File: config.mk
export PLATFORM = sky130hd
export DESIGN_NAME = jtframe_joy_md6
export DESIGN_NICKNAME = d
export VERILOG_FILES = /design/src/rtl/jtframe_joy_md6.sv
export SDC_FILE = /design/constraint.sdc
export NUM_CORES = 1
export LEC_CHECK = 0
export BUFFER_PORTS_ARGS = -buffer_cell sky130_fd_sc_hd__buf_2
export CAP_MARGIN = 25
export CORE_MARGIN = 2
export CORE_UTILIZATION = 40
export DETAILED_ROUTE_END_ITERATION = 7
export MAX_ROUTING_LAYER = met4
export PLACE_DENSITY = 0.64
export SLEW_MARGIN = 40
export SYNTH_ARGS = -nofsm -noshare
export SYNTH_HDL_FRONTEND = slang
export SYNTH_SLANG_ARGS = --single-unit
File: constraint.sdc
create_clock -name clk -period 6 [get_ports clk]
set_clock_uncertainty 0.05 [all_clocks]
set_input_delay 0.6 -clock clk [delete_from_list [all_inputs] [get_ports clk]]
set_output_delay 0.6 -clock clk [all_outputs]
set_load 0.05 [all_outputs]
File: src/rtl/jtframe_joy_md6.sv
// Mega Drive 3/6-button pad scanner for two DB9 ports sharing one select line.
// Demultiplexes the time-shared pins into 12 stable active-low buttons per player.
module jtframe_joy_md6 #(
  parameter int SEL_CYCLES  = 480,
  parameter int POLL_CYCLES = 96000
) (
  input  logic        clk,
  input  logic        rst_n,
  input  logic        en,
  input  logic [5:0]  joy1_bus,
  input  logic [5:0]  joy2_bus,
  output logic        joy_select,
  output logic [11:0] joy1_out,
  output logic [11:0] joy2_out,
  output logic [1:0]  md_det,
  output logic [1:0]  six_det,
  output logic        scan_done
);

  localparam int PW = $clog2(POLL_CYCLES + 1);
  localparam int SW = $clog2(SEL_CYCLES + 1);
  localparam logic [PW-1:0] POLL_LAST = PW'(POLL_CYCLES - 1);
  localparam logic [SW-1:0] SEL_LAST  = SW'(SEL_CYCLES - 1);

  typedef enum logic [1:0] {
    ST_IDLE  = 2'd0,
    ST_SCAN  = 2'd1,
    ST_LATCH = 2'd2
  } state_e;

  state_e         state_q;
  logic [PW-1:0]  poll_q;
  logic [SW-1:0]  cnt_q;
  logic [2:0]     ph_q;
  logic           sel_q;
  logic           done_q;
  logic [11:0]    sh_q  [2];
  logic [11:0]    out_q [2];
  logic [1:0]     md_q;
  logic [1:0]     six_q;
  logic [1:0]     mdo_q;
  logic [1:0]     sixo_q;
  logic [5:0]     bus_s [2];

  assign bus_s[0] = joy1_bus;
  assign bus_s[1] = joy2_bus;

  // Unused button groups read back as released for pads that cannot report them.
  function automatic logic [11:0] fold_shadow(input logic [11:0] sh, input logic md,
                                              input logic six);
    logic [11:0] r;
    r = sh;
    if (!md) begin
      r[11:6] = 6'h3f;
    end else if (!six) begin
      r[11:8] = 4'hf;
    end else begin
      r = sh;
    end
    return r;
  endfunction

  // Scan sequencer: select timing, per-phase sampling and output latching.
  always_ff @(posedge clk or negedge rst_n) begin
    if (!rst_n) begin
      state_q <= ST_IDLE;
      poll_q  <= '0;
      cnt_q   <= '0;
      ph_q    <= 3'd0;
      sel_q   <= 1'b1;
      done_q  <= 1'b0;
      md_q    <= 2'b00;
      six_q   <= 2'b00;
      mdo_q   <= 2'b00;
      sixo_q  <= 2'b00;
      for (int p = 0; p < 2; p++) begin
        sh_q[p]  <= 12'hfff;
        out_q[p] <= 12'hfff;
      end
    end else begin
      done_q <= 1'b0;
      case (state_q)
        ST_IDLE: begin
          sel_q <= 1'b1;
          if (!en) begin
            poll_q <= '0;
            mdo_q  <= 2'b00;
            sixo_q <= 2'b00;
            for (int p = 0; p < 2; p++) begin
              out_q[p] <= {6'h3f, bus_s[p]};
            end
          end else if (poll_q == POLL_LAST) begin
            poll_q  <= '0;
            ph_q    <= 3'd0;
            cnt_q   <= SEL_LAST;
            state_q <= ST_SCAN;
          end else begin
            poll_q <= poll_q + PW'(1);
          end
        end
        ST_SCAN: begin
          if (cnt_q == '0) begin
            for (int p = 0; p < 2; p++) begin
              case (ph_q)
                3'd0: sh_q[p][5:0] <= bus_s[p];
                3'd1: begin
                  md_q[p]      <= (bus_s[p][1:0] == 2'b00);
                  sh_q[p][6]   <= bus_s[p][4];
                  sh_q[p][7]   <= bus_s[p][5];
                end
                3'd5: six_q[p] <= md_q[p] && (bus_s[p][3:0] == 4'h0);
                3'd6: begin
                  if (six_q[p]) begin
                    sh_q[p][8]  <= bus_s[p][3];
                    sh_q[p][9]  <= bus_s[p][2];
                    sh_q[p][10] <= bus_s[p][1];
                    sh_q[p][11] <= bus_s[p][0];
                  end else begin
                    sh_q[p][11:8] <= sh_q[p][11:8];
                  end
                end
                default: sh_q[p] <= sh_q[p];
              endcase
            end
            cnt_q <= SEL_LAST;
            if (ph_q == 3'd7) begin
              sel_q   <= 1'b1;
              state_q <= ST_LATCH;
            end else begin
              // next phase p+1 is odd (select low) exactly when p is even
              sel_q <= ph_q[0];
              ph_q  <= ph_q + 3'd1;
            end
          end else begin
            cnt_q <= cnt_q - SW'(1);
          end
        end
        ST_LATCH: begin
          for (int p = 0; p < 2; p++) begin
            out_q[p] <= fold_shadow(sh_q[p], md_q[p], six_q[p]);
          end
          mdo_q   <= md_q;
          sixo_q  <= six_q & md_q;
          done_q  <= 1'b1;
          sel_q   <= 1'b1;
          poll_q  <= '0;
          state_q <= ST_IDLE;
        end
        default: begin
          sel_q   <= 1'b1;
          state_q <= ST_IDLE;
        end
      endcase
    end
  end

  assign joy_select = sel_q;
  assign joy1_out   = out_q[0];
  assign joy2_out   = out_q[1];
  assign md_det     = mdo_q;
  assign six_det    = sixo_q;
  assign scan_done  = done_q;

endmodule

==> key figures, run 1 <==
GRT
  • Largest net degree at the start of global routing: 62
  • First-pass GRT wire length: 14800 um
  • Vias in the first global route: 2982
  • Global route overflow: 0
  • Total GRT Usage: 0.166
  • Initial antenna violation count: 0

Yosys
  • Dominant cell by count in the synthesized netlist: dfstp_2
  • Mean Syn Cell Area: ~11 sq um
  • Seq/Total Area, Yosys: 0.541
  • FF+latch count, synth: 89
  • Synth unique cells: between 40 and 50
  • Top cells by area, synth: dfstp_2 (30%), dfrtp_1 (24%), mux2_2 (5.1%)
  • Ys Warns: 0
  • Fraction of registers with async set or reset after synthesis: 1.00
  • Yosys top cell area share: 0.304
  • Synth cell count leaders: dfstp_2 (49), dfrtp_1 (40), nor2_1 (27)
  • Post-Syn Area: roughly 4200 sq um
  • Syn nets: 399
  • Primary FF master, synth: dfstp_2
  • Post-synth EDFFs: 0
  • Cell taking the most area after synthesis: dfstp_2
  • Synthesized instance count: 377

Worst setup path
  • CP Launch Type: flop
  • Critical Path RT: just over 6 ns
  • Crit path max fanout: 11
  • Crit Path Class: flop to flop
  • WP data arrival: between 2 and 3 ns
  • Setup crit end kind: flop
  • RR Startpoint: poll_q[0]
  • Setup crit start: poll_q[0]

STA
  • Worst Tran Pin Value: approximately 0.70 ns
  • Final setup fails: 0
  • Maximum clock frequency: 0.387 GHz
  • Slew headroom: 0.526
  • Final period util: 0.431
  • Hold Vio Cnt, Final: 0
  • RSZ-0062 raised after global routing: false
  • Fin Setup TNS: 0 ns
  • Hold slack: between 0.09 and 0.1 ns
  • Pins Over Slew Limit: 0
  • Minimum clock period: 2.58 ns

Final layout
  • Fillers: ~950
  • Final non-filler cell area: between 4000 and 5000 sq um
  • Layout cells sized above 1: 0.361
  • Layout Area Growth over Synthesis: 13.2%
  • # diodes: 0
  • Final core utilization: 0.466
  • Final nets: approximately 440

Die
  • Io pins: 45
  • Starting density of the core: 0.411
  • Total die area: around 11000 sq um
  • Die Y: 107 um
  • Core ar.: 10300 sq um
  • Die X: between 100 and 150 um
  • Core Rows: 37

Detailed routing
  • Total wire length: between 8000 and 9000 um
  • Final ANT Viol Nets: 0
  • Drt wl/cell: roughly 16 um
  • 1st-iter DRT viols: approximately 120
  • DRC viols: 0
  • First drt pass iteration count: 4
  • Via-to-Cell Ratio: ~5.4
  • Via count: between 3000 and 4000

Placement
  • I/O Buffers: 44
  • DPL Wire Length: 5910 um
  • DP Area: approximately 4600 sq um
  • Placer Congestion: 0.775

Power
  • LEAKAGE: about 2.0 nW
  • Switching Fraction: 0.283
  • Clk network pwr share: 0.334
  • Peak supply drop: around 0.00015 V
  • Comb pwr share: 0.123
  • Internal power: between 0.9 and 1 mW
  • Sw Pwr: 0.357 mW
  • Flop pwr share: 0.542
  • Power Density: about 260 nW/um^2

CTS
  • Clock Tree Buf Depth: 2
  • CTS Hold Bufs: 0
  • Clk pin slew, worst setup/hold paths: approximately 0.09 ns
  • Clk sinks: 89
  • Post_cts resized: 0
  • CTS root buf: clkbuf_8
  • Worst skew pair latency: 0.36 ns
  • H-Tree Depth: 3
  • Post-CTS Setup Bufs: 0
  • TritonCTS buffer count: 9
  • CTS tree: built

Worst hold path
  • Worst min-delay path category: input pin to async pin

Status
  • Outcome: finished, final reports clean

Run
  • Max Cap Violations: 0
layout make-up:
class                   count  area, sq um  area share
flip-flops and latches     89         2290       0.478
multi-input cells         253         1810       0.377
repair buffers             48          265      0.0554
well taps                 136          170      0.0355
clock buffers              10          128      0.0267
clock inverters             6         72.6      0.0152
inverters                  15         56.3      0.0118
logic make-up after synthesis:
| logic type | count (synthesis) | synth area share |
|---|---|---|
| AO/OA/AOI/OAI | 81 | 0.131 |
| adder cells (fa/ha/maj) | 7 | 0.0207 |
| buffers and inverters | 35 | 0.0340 |
| flip-flops | 89 | 0.541 |
| multiplexers | 43 | 0.119 |
| AND/OR/NAND/NOR | 122 | 0.154 |
flip-flops by register name (all words and copies together) (netlist names):
name	count
joy_select	1
sh_q	24
poll_q	17
joy1_out	12
scan_done	1
six_q	2
state_q	2
md_det	2
cnt_q	9
ph_q	3
joy2_out	12
md_q	2
six_det	2
worst paths after layout:
check | endpoint | slack, ns | cells past startpoint
worst min register to register | cnt_q[7] | 0.43 | 1
worst min-delay path | six_det[1] | 0.1 | 1
min in group clk | cnt_q[7] | 0.43 | 1
worst max-delay path | poll_q[12] | 3.42 | 5
max in group asynchronous | sh_q[21] | 4.87 | 3
worst max register to register | poll_q[12] | 3.42 | 5
through the flow:
| step | total power [mW] | std cells | worst slack [ns] |
|---|---|---|---|
| after floorplan | 0.800 | 377 | 3.82 |
| after global placement | 0.844 | 540 | 3.50 |
| after detailed placement | 0.851 | 540 | 3.45 |
| after CTS | 1.28 | 556 | 3.44 |
| after global routing | 1.33 | 557 | 3.16 |
| final | 1.26 | 557 | 3.42 |
layer usage:
metal,GRT usage,vias to the layer above,share of wire
met2,0.254,65,0.47
met5,-,-,0
met3,0.0407,8,0.042
li1,-,1451,-
met1,0.224,1491,0.47
met4,0.0380,0,0.0099
worst max-delay path: stages (launching register included):
cell and delay [ns]:
dfrtp_1 0.41, ha_1 0.20, and2_1 0.36, nand4_1 0.48
o21ai_0 0.74, o21ai_0 0.19
cells in the final DEF (no fill, tap or decap), types with 2 or more instances in the layout:
| master | count |
|---|---|
| nand2_1 | 26 |
| or3b_2 | 2 |
| o31a_1 | 2 |
| and2_1 | 7 |
| mux2_2 | 19 |
| nand4_1 | 10 |
| and3_1 | 7 |
| dfrtp_1 | 39 |
| o311ai_0 | 5 |
| dfstp_2 | 49 |
| nor4_1 | 2 |
| a21oi_1 | 17 |
| mux2_4 | 10 |
| a32oi_1 | 3 |
| mux2i_1 | 14 |
| and4_1 | 2 |
| a211oi_1 | 2 |
| buf_4 | 4 |
| inv_6 | 3 |
| inv_1 | 15 |
| nor2b_1 | 2 |
| o31ai_1 | 9 |
| or3_1 | 3 |
| o21ai_0 | 19 |
| o22a_1 | 12 |
| o2111ai_1 | 6 |
| or2_2 | 3 |
| nand2b_1 | 4 |
| nor2_1 | 27 |
| nor3_1 | 10 |
| ha_1 | 7 |
| buf_2 | 43 |
| nand3_1 | 8 |
| clkbuf_8 | 9 |
power groups by stage:
| stage | combinational [mW] | sequential, mW | clock (mW) |
|---|---|---|---|
| after detailed placement | 0.155 | 0.696 | 0 |
| after floorplan | 0.0747 | 0.725 | 0 |
| after global routing | 0.173 | 0.692 | 0.462 |
| after global placement | 0.151 | 0.693 | 0 |
| final | 0.155 | 0.685 | 0.422 |
| after CTS | 0.156 | 0.685 | 0.438 |
No activity file was read; power rests on OpenSTA's default activity.
==> run 2: changes to the inputs <==
--- a/config.mk
+++ b/config.mk
@@ -11,7 +11,7 @@
 export CORE_UTILIZATION = 40
 export DETAILED_ROUTE_END_ITERATION = 7
 export MAX_ROUTING_LAYER = met4
-export PLACE_DENSITY = 0.64
+export PLACE_DENSITY = 0.66
 export SLEW_MARGIN = 40
 export SYNTH_ARGS = -nofsm -noshare
 export SYNTH_HDL_FRONTEND = slang
==> constraint.sdc (replaced) <==
create_clock -name clk -period 2.2 [get_ports clk]
set_clock_uncertainty 0.05 [all_clocks]
set_input_delay 0.22 -clock clk [delete_from_list [all_inputs] [get_ports clk]]
set_output_delay 0.22 -clock clk [all_outputs]
set_load 0.05 [all_outputs]
==> run 2 against run 1 <==
Sequential power grew to 2.7 times the previous value. Critical endpoint is now cnt_q[7]. Critical path depth grew 2. Cell count grew 4.3%. Wire length grew 5.3%. First-iteration DRC count grew 67%. Total power grew to 3.0 times the previous value. Hold slack lost 0.0058 ns. Clock power grew to 3.3 times the previous value. Combinational power grew to 3.5 times the previous value. Sequential cell count is the same. Core utilization grew 2.8 points. Count of clock-buffer cells in the layout shrank 1.
==> key figures, run 2 (synthesis gave the netlist of run 1 again) <==
Worst setup path
  • Critical Path RT: ~2.4 ns
  • Crit path max fanout: 7
  • WP data arrival: ~2.4 ns
  • CP Launch Type: flop
  • Setup crit end kind: flop
  • Crit Path Class: flop to flop

GRT
  • Global route overflow: 0
  • First-pass GRT wire length: ~16000 um
  • Largest net degree at the start of global routing: 41
  • Total GRT Usage: 0.174
  • Vias in the first global route: between 3000 and 4000
  • Initial antenna violation count: 0

Die
  • Core Rows: 37
  • Total die area: around 11000 sq um
  • Starting density of the core: 0.411
  • Io pins: between 40 and 50
  • Die X: between 100 and 150 um
  • Core ar.: just over 10000 sq um
  • Die Y: 107 um

Final layout
  • Layout cells sized above 1: 0.413
  • Final nets: approximately 460
  • Most flops, register: sh_q
  • Layout Area Growth over Synthesis: 20.1%
  • Most common cell after layout, fill and taps aside: dfstp_2
  • Largest registers: sh_q: 24 flops, poll_q: 17 flops
  • Register Area: between 2000 and 2500 sq um
  • Fillers: 930
  • Multi-input logic area: roughly 1800 sq um
  • Most frequent cells in the layout: dfstp_2 (49), buf_2 (43), dfrtp_1 (40)
  • Max reg flops: 24
  • # diodes: 0

CTS
  • H-Tree Depth: 3
  • TritonCTS buffer count: 9
  • Clk pin slew, worst setup/hold paths: roughly 0.1 ns
  • Clk sinks: 89
  • Worst skew pair latency: around 0.35 ns
  • CTS root buf: clkbuf_8
  • CTS tree: built
  • Clock Tree Buf Depth: 2

Power
  • Internal power: between 2 and 3 mW
  • Comb pwr share: 0.144
  • Power Density: roughly 750 nW/um^2
  • Flop pwr share: 0.490
  • Clk network pwr share: 0.366
  • Total power: about 3.8 mW
  • Sw Pwr: a little over 1 mW
  • Peak supply drop: 0.000284 V
  • Switching Fraction: 0.270
  • LEAKAGE: 2.14 nW

STA
  • Hold Vio Cnt, Final: 0
  • Final period util: 0.999
  • Worst Tran Pin Value: 0.507 ns
  • RSZ-0062 raised after global routing: true
  • Pins Over Slew Limit: 0
  • Final setup fails: 0
  • Maximum clock frequency: between 0.4 and 0.5 GHz
  • Minimum clock period: 2.20 ns
  • Slew headroom: 0.662
  • Fin Setup TNS: 0 ns

Detailed routing
  • First drt pass iteration count: 4
  • Final ANT Viol Nets: 0
  • Via count: 3141
  • Via-to-Cell Ratio: about 5.4
  • Total wire length: 9130 um
  • DRC viols: 0
  • 1st-iter DRT viols: approximately 200
  • Drt wl/cell: around 16 um

Status
  • Outcome: finished, final reports clean

Placement
  • I/O Buffers: 44
  • Placer Congestion: 0.814
  • DPL Wire Length: 6420 um

Worst hold path
  • Worst min-delay path category: input pin to flop

Run
  • Max Cap Violations: 0
run 2: cell types whose count changed in the layout (fill, tap and decap cells not counted), sizes merged:
cell         previous run  this run
buf                    48        71
clkinv                  1         2
clkbuf                 10         9
clkinvlp                1         0
bufinv                  1         3
inv                    18        17
dlygate4sd3             0         1
run 2: final timing paths:
kind / start / end / slack [ns] / cells after the start
setup / recovery: cnt_q[1] / cnt_q[7] / 0.003 / 7
hold / removal: joy1_bus[1] / sh_q[13] / 0.09 / 2
setup reg to reg: cnt_q[1] / cnt_q[7] / 0.003 / 7
hold reg to reg: cnt_q[7] / cnt_q[7] / 0.45 / 1
max in group asynchronous: rst_n / sh_q[11] / 1.16 / 3
min in group asynchronous: rst_n / cnt_q[4] / 0.32 / 2
run 2: cell type report:
type	instances	share of cell area
Inverter	15	0.0111
Multi-Input combinational cell	253	0.364
Clock buffer	9	0.0244
Sequential cell	89	0.451
Timing Repair Buffer	72	0.0914
Tap cell	136	0.0335
Clock inverter	7	0.0246
run 2: per-layer routing:
layer	vias up	wire, um	track usage
li1	1494	-	-
met1	1563	4250	0.235
met2	77	4450	0.274
met3	7	341	0.0286
met4	0	95	0.0464
met5	-	0	-
run 2: through the flow:
stage | std cells | cell area (sq um) | util | hold WS, ns | setup WS (ns)
3_3_place_gp | 561 | 4740 | 0.462 | 0.177 | -0.000493
5_1_grt | 581 | 5080 | 0.494 | 0.0734 | -0.0645
3_5_place_dp | 561 | 4740 | 0.462 | 0.184 | -0.0689
2_1_floorplan | 377 | 4230 | - | -0.126 | 0.0193
4_1_cts | 579 | 5020 | 0.488 | 0.0654 | 0.000558
6_report | 581 | 5080 | 0.494 | 0.0892 | 0.00283
run 2: timing repair:
item	in CTS	in global routing
hold buffers	1	0
resized for setup	2	10
setup endpoints to repair	12	30
endpoints found under the hold margin	22	0
pin swaps	1	3
setup buffers	1	2
run 2: worst max-delay path, stage by stage (launching register included):
cell,delay [ns]
dfrtp_1,0.40
inv_2,0.09
ha_4,0.13
or4b_4,0.50
buf_6,0.16
or3_4,0.38
and3_4,0.19
o31ai_4,0.22
run 2: power groups by stage:
stage / combinational, mW / clock (mW) / sequential (mW)
6_report: 0.546 / 1.39 / 1.86
5_1_grt: 0.605 / 1.49 / 1.87
3_5_place_dp: 0.513 / 0 / 1.88
3_3_place_gp: 0.499 / 0 / 1.87
2_1_floorplan: 0.204 / 0 / 1.98
4_1_cts: 0.516 / 1.42 / 1.85
==> run 3: changes to the inputs <==
--- a/config.mk
+++ b/config.mk
@@ -5,6 +5,7 @@
 export SDC_FILE = /design/constraint.sdc
 export NUM_CORES = 1
 export LEC_CHECK = 0
+export ABC_AREA = 1
 export BUFFER_PORTS_ARGS = -buffer_cell sky130_fd_sc_hd__buf_2
 export CAP_MARGIN = 25
 export CORE_MARGIN = 2
==> run 3 against run 2 <==
Sequential cell count is the same. Via count grew 7.1%. Count of clock-buffer cells in the layout grew 1. First-iteration DRC count grew 14%. Register-to-register slack gained 0.27 ns. Largest power group unchanged. Core utilization shrank 3.2 points. Sequential power shrank 11%. Total power shrank 22%. Non-clock buffer count shrank 20. Synthesized cell count grew 30%.
==> key figures, run 3 <==
Status
  • Outcome: finished, final reports clean

Yosys
  • Synth unique cells: 33
  • Post-Synth XOR/XNOR Area: 0.0180
  • Yosys top cell area share: 0.295
  • Synthesized instance count: 489
  • Top cells by area, synth: dfstp_2 (29%), dfrtp_1 (23%), nand2_1 (9.6%)
  • Dominant cell by count in the synthesized netlist: nand2_1
  • Cell taking the most area after synthesis: dfstp_2
  • Ys Warns: 0
  • Mean Syn Cell Area: roughly 8.9 sq um
  • FF+latch count, synth: slightly below 90
  • Post-Syn Area: approximately 4400 sq um
  • Post-synth EDFFs: 0
  • Seq/Total Area, Yosys: 0.523
  • Adder-Cell Fraction of Synth Area: 0.0200
  • Compound-Gate Fraction of Synth Area: 0.142
  • Synth cell count leaders: nand2_1 (112), inv_1 (57), dfstp_2 (49)
  • Mux contribution to synthesized area: 0
  • Post-synthesis simple-gate area fraction: 0.222
  • Main combinational cell family by area after synthesis: simple AND/OR/NAND/NOR gates
  • Fraction of registers with async set or reset after synthesis: 1.00
  • Syn nets: 511
  • Primary FF master, synth: dfstp_2

Power
  • Flop pwr share: 0.564
  • Internal power: 2.23 mW
  • Power Density: 594 nW/um^2
  • Comb pwr share: 0.046
  • Peak supply drop: around 0.00037 V
  • Switching Fraction: 0.244
  • LEAKAGE: 2.52 nW
  • Sw Pwr: ~0.7 mW
  • Clk network pwr share: 0.390

CTS
  • Clk sinks: between 80 and 90
  • Clock Tree Buf Depth: 2
  • H-Tree Depth: 3
  • Clk pin slew, worst setup/hold paths: 0.10 ns
  • Post-CTS Setup Bufs: 0
  • CTS tree: built
  • TritonCTS buffer count: 9
  • Worst skew pair latency: 0.35 ns
  • CTS root buf: clkbuf_8

STA
  • Final Worst Setup Slack: 0.278 ns
  • RSZ-0062 raised after global routing: false
  • Slew headroom: 0.693
  • Final setup fails: 0
  • Pins Over Slew Limit: 0
  • Fin Setup TNS: 0 ns
  • Minimum clock period: just under 2 ns
  • Hold slack: approximately 0.053 ns
  • Worst Tran Pin Value: ~0.46 ns
  • Maximum clock frequency: 0.520 GHz
  • Final period util: 0.874
  • Hold Vio Cnt, Final: 0

Worst hold path
  • Worst min-delay path category: input pin to flop
  • Hold path startpoint: joy1_bus[3]
  • Hold EP: sh_q[20]
  • Hold Path Cell Cnt: 3

Final layout
  • # diodes: 0
  • Layout Area Growth over Synthesis: 13.7%
  • Most common cell after layout, fill and taps aside: nand2_1
  • Most flops, register: sh_q
  • Final non-filler cell area: around 5000 sq um
  • Max reg flops: 24
  • Final nets: 562
  • Final core utilization: 0.463
  • Layout cells sized above 1: 0.297
  • Most frequent cells in the layout: nand2_1 (112), inv_1 (57), dfstp_2 (49)
  • Largest registers: sh_q: 24 flops, poll_q: 17 flops

Run
  • Max Cap Violations: 0

Placement
  • I/O Buffers: between 40 and 50
  • DPL Wire Length: about 6400 um
  • Placer Congestion: ~0.9
  • DP Area: about 4800 sq um
  • Post-Place Worst Slack: between 0.2 and 0.3 ns

Detailed routing
  • DRC viols: 0
  • Via-to-Cell Ratio: just under 5
  • Total wire length: 9000 um
  • Final ANT Viol Nets: 0
  • Drt wl/cell: approximately 13 um
  • First drt pass iteration count: 4
  • Via count: between 3000 and 4000
  • 1st-iter DRT viols: approximately 230

Die
  • Total die area: 11800 sq um
  • Io pins: 45
  • Die Y: around 110 um
  • Core Rows: 38
  • Die X: approximately 110 um
  • Core ar.: about 11000 sq um
  • Starting density of the core: 0.407

Worst setup path
  • CP Launch Type: flop
  • RR Startpoint: cnt_q[0]
  • Reg2Reg Setup Slack: about 0.28 ns
  • Crit path max fanout: 12
  • Critical R2R Capture: md_q[1]
  • Critical Path RT: between 2 and 2.5 ns
  • Worst R2R Path Depth: 9
  • WP data arrival: between 2 and 2.5 ns
  • Setup crit end kind: flop
  • Crit Path Class: flop to flop

GRT
  • Vias in the first global route: 3276
  • Initial antenna violation count: 0
  • Total GRT Usage: 0.171
  • Largest net degree at the start of global routing: 90
  • First-pass GRT wire length: 15600 um
  • Global route overflow: 0
## run 3: power by group through the flow
stage               clock network, mW  logic (mW)  registers [mW]
floorplan                           0      0.0199            1.74
global placement                    0       0.138            1.69
detailed placement                  0       0.139            1.69
CTS                              1.20       0.140            1.67
global route                     1.25       0.151            1.67
finish                           1.15       0.136            1.66
## run 3: layout make-up
class                           instances  area, sq um
Multi-Input combinational cell        323         1760
Clock buffer                           10          128
Inverter                               65          244
Sequential cell                        89         2290
Fill cell                            1048         5780
Timing Repair Buffer                   52          298
Clock inverter                          6         78.8
Tap cell                              140          175
## run 3: critical path, cell delays in order, from the launching register on
cell,delay [ns]
dfrtp_1,0.43
inv_1,0.07
ha_1,0.18
nand3_1,0.14
nor2_1,0.15
nand2_2,0.14
nor2_4,0.16
nand3_2,0.26
nand2_1,0.16
o21ai_2,0.06
## run 3: routing by layer
layer | GRT usage | wire, um | vias up
met5 | - | 0 | -
met4 | 0.0476 | 48 | 0
met3 | 0.0344 | 380 | 5
met2 | 0.280 | 4490 | 70
met1 | 0.215 | 4080 | 1608
li1 | - | - | 1681
## run 3: what timing repair did
action                     4_1_cts  5_1_grt
hold endpoints to repair        40        0
resized for setup                0        0
setup endpoints to repair        0        0
hold buffers                     1        0
## run 3: cells by family (layout without fill, tap and decap cells)
family	after synthesis	in the layout
buffers and inverters	77	133
AND/OR/NAND/NOR	209	209
XOR/XNOR	9	9
AO/OA/AOI/OAI	98	98
adder cells (fa/ha/maj)	7	7
flip-flops	89	89
## run 3: through the flow
stage / power [mW] / cells
2_1_floorplan: 1.76 / 489
3_3_place_gp: 1.83 / 668
3_5_place_dp: 1.83 / 668
4_1_cts: 3.01 / 685
5_1_grt: 3.07 / 685
6_report: 2.95 / 685
## run 3: worst max-delay path by stage
stage / startpoint / to / slack (ns)
after floorplan: cnt_q[0] / md_q[1] / 0.52
after global placement: cnt_q[0] / md_q[0] / 0.35
after detailed placement: cnt_q[0] / sh_q[17] / 0.27
after CTS: cnt_q[0] / sh_q[2] / 0.26
after global routing: cnt_q[0] / sh_q[4] / 0.07
final: cnt_q[0] / md_q[1] / 0.28
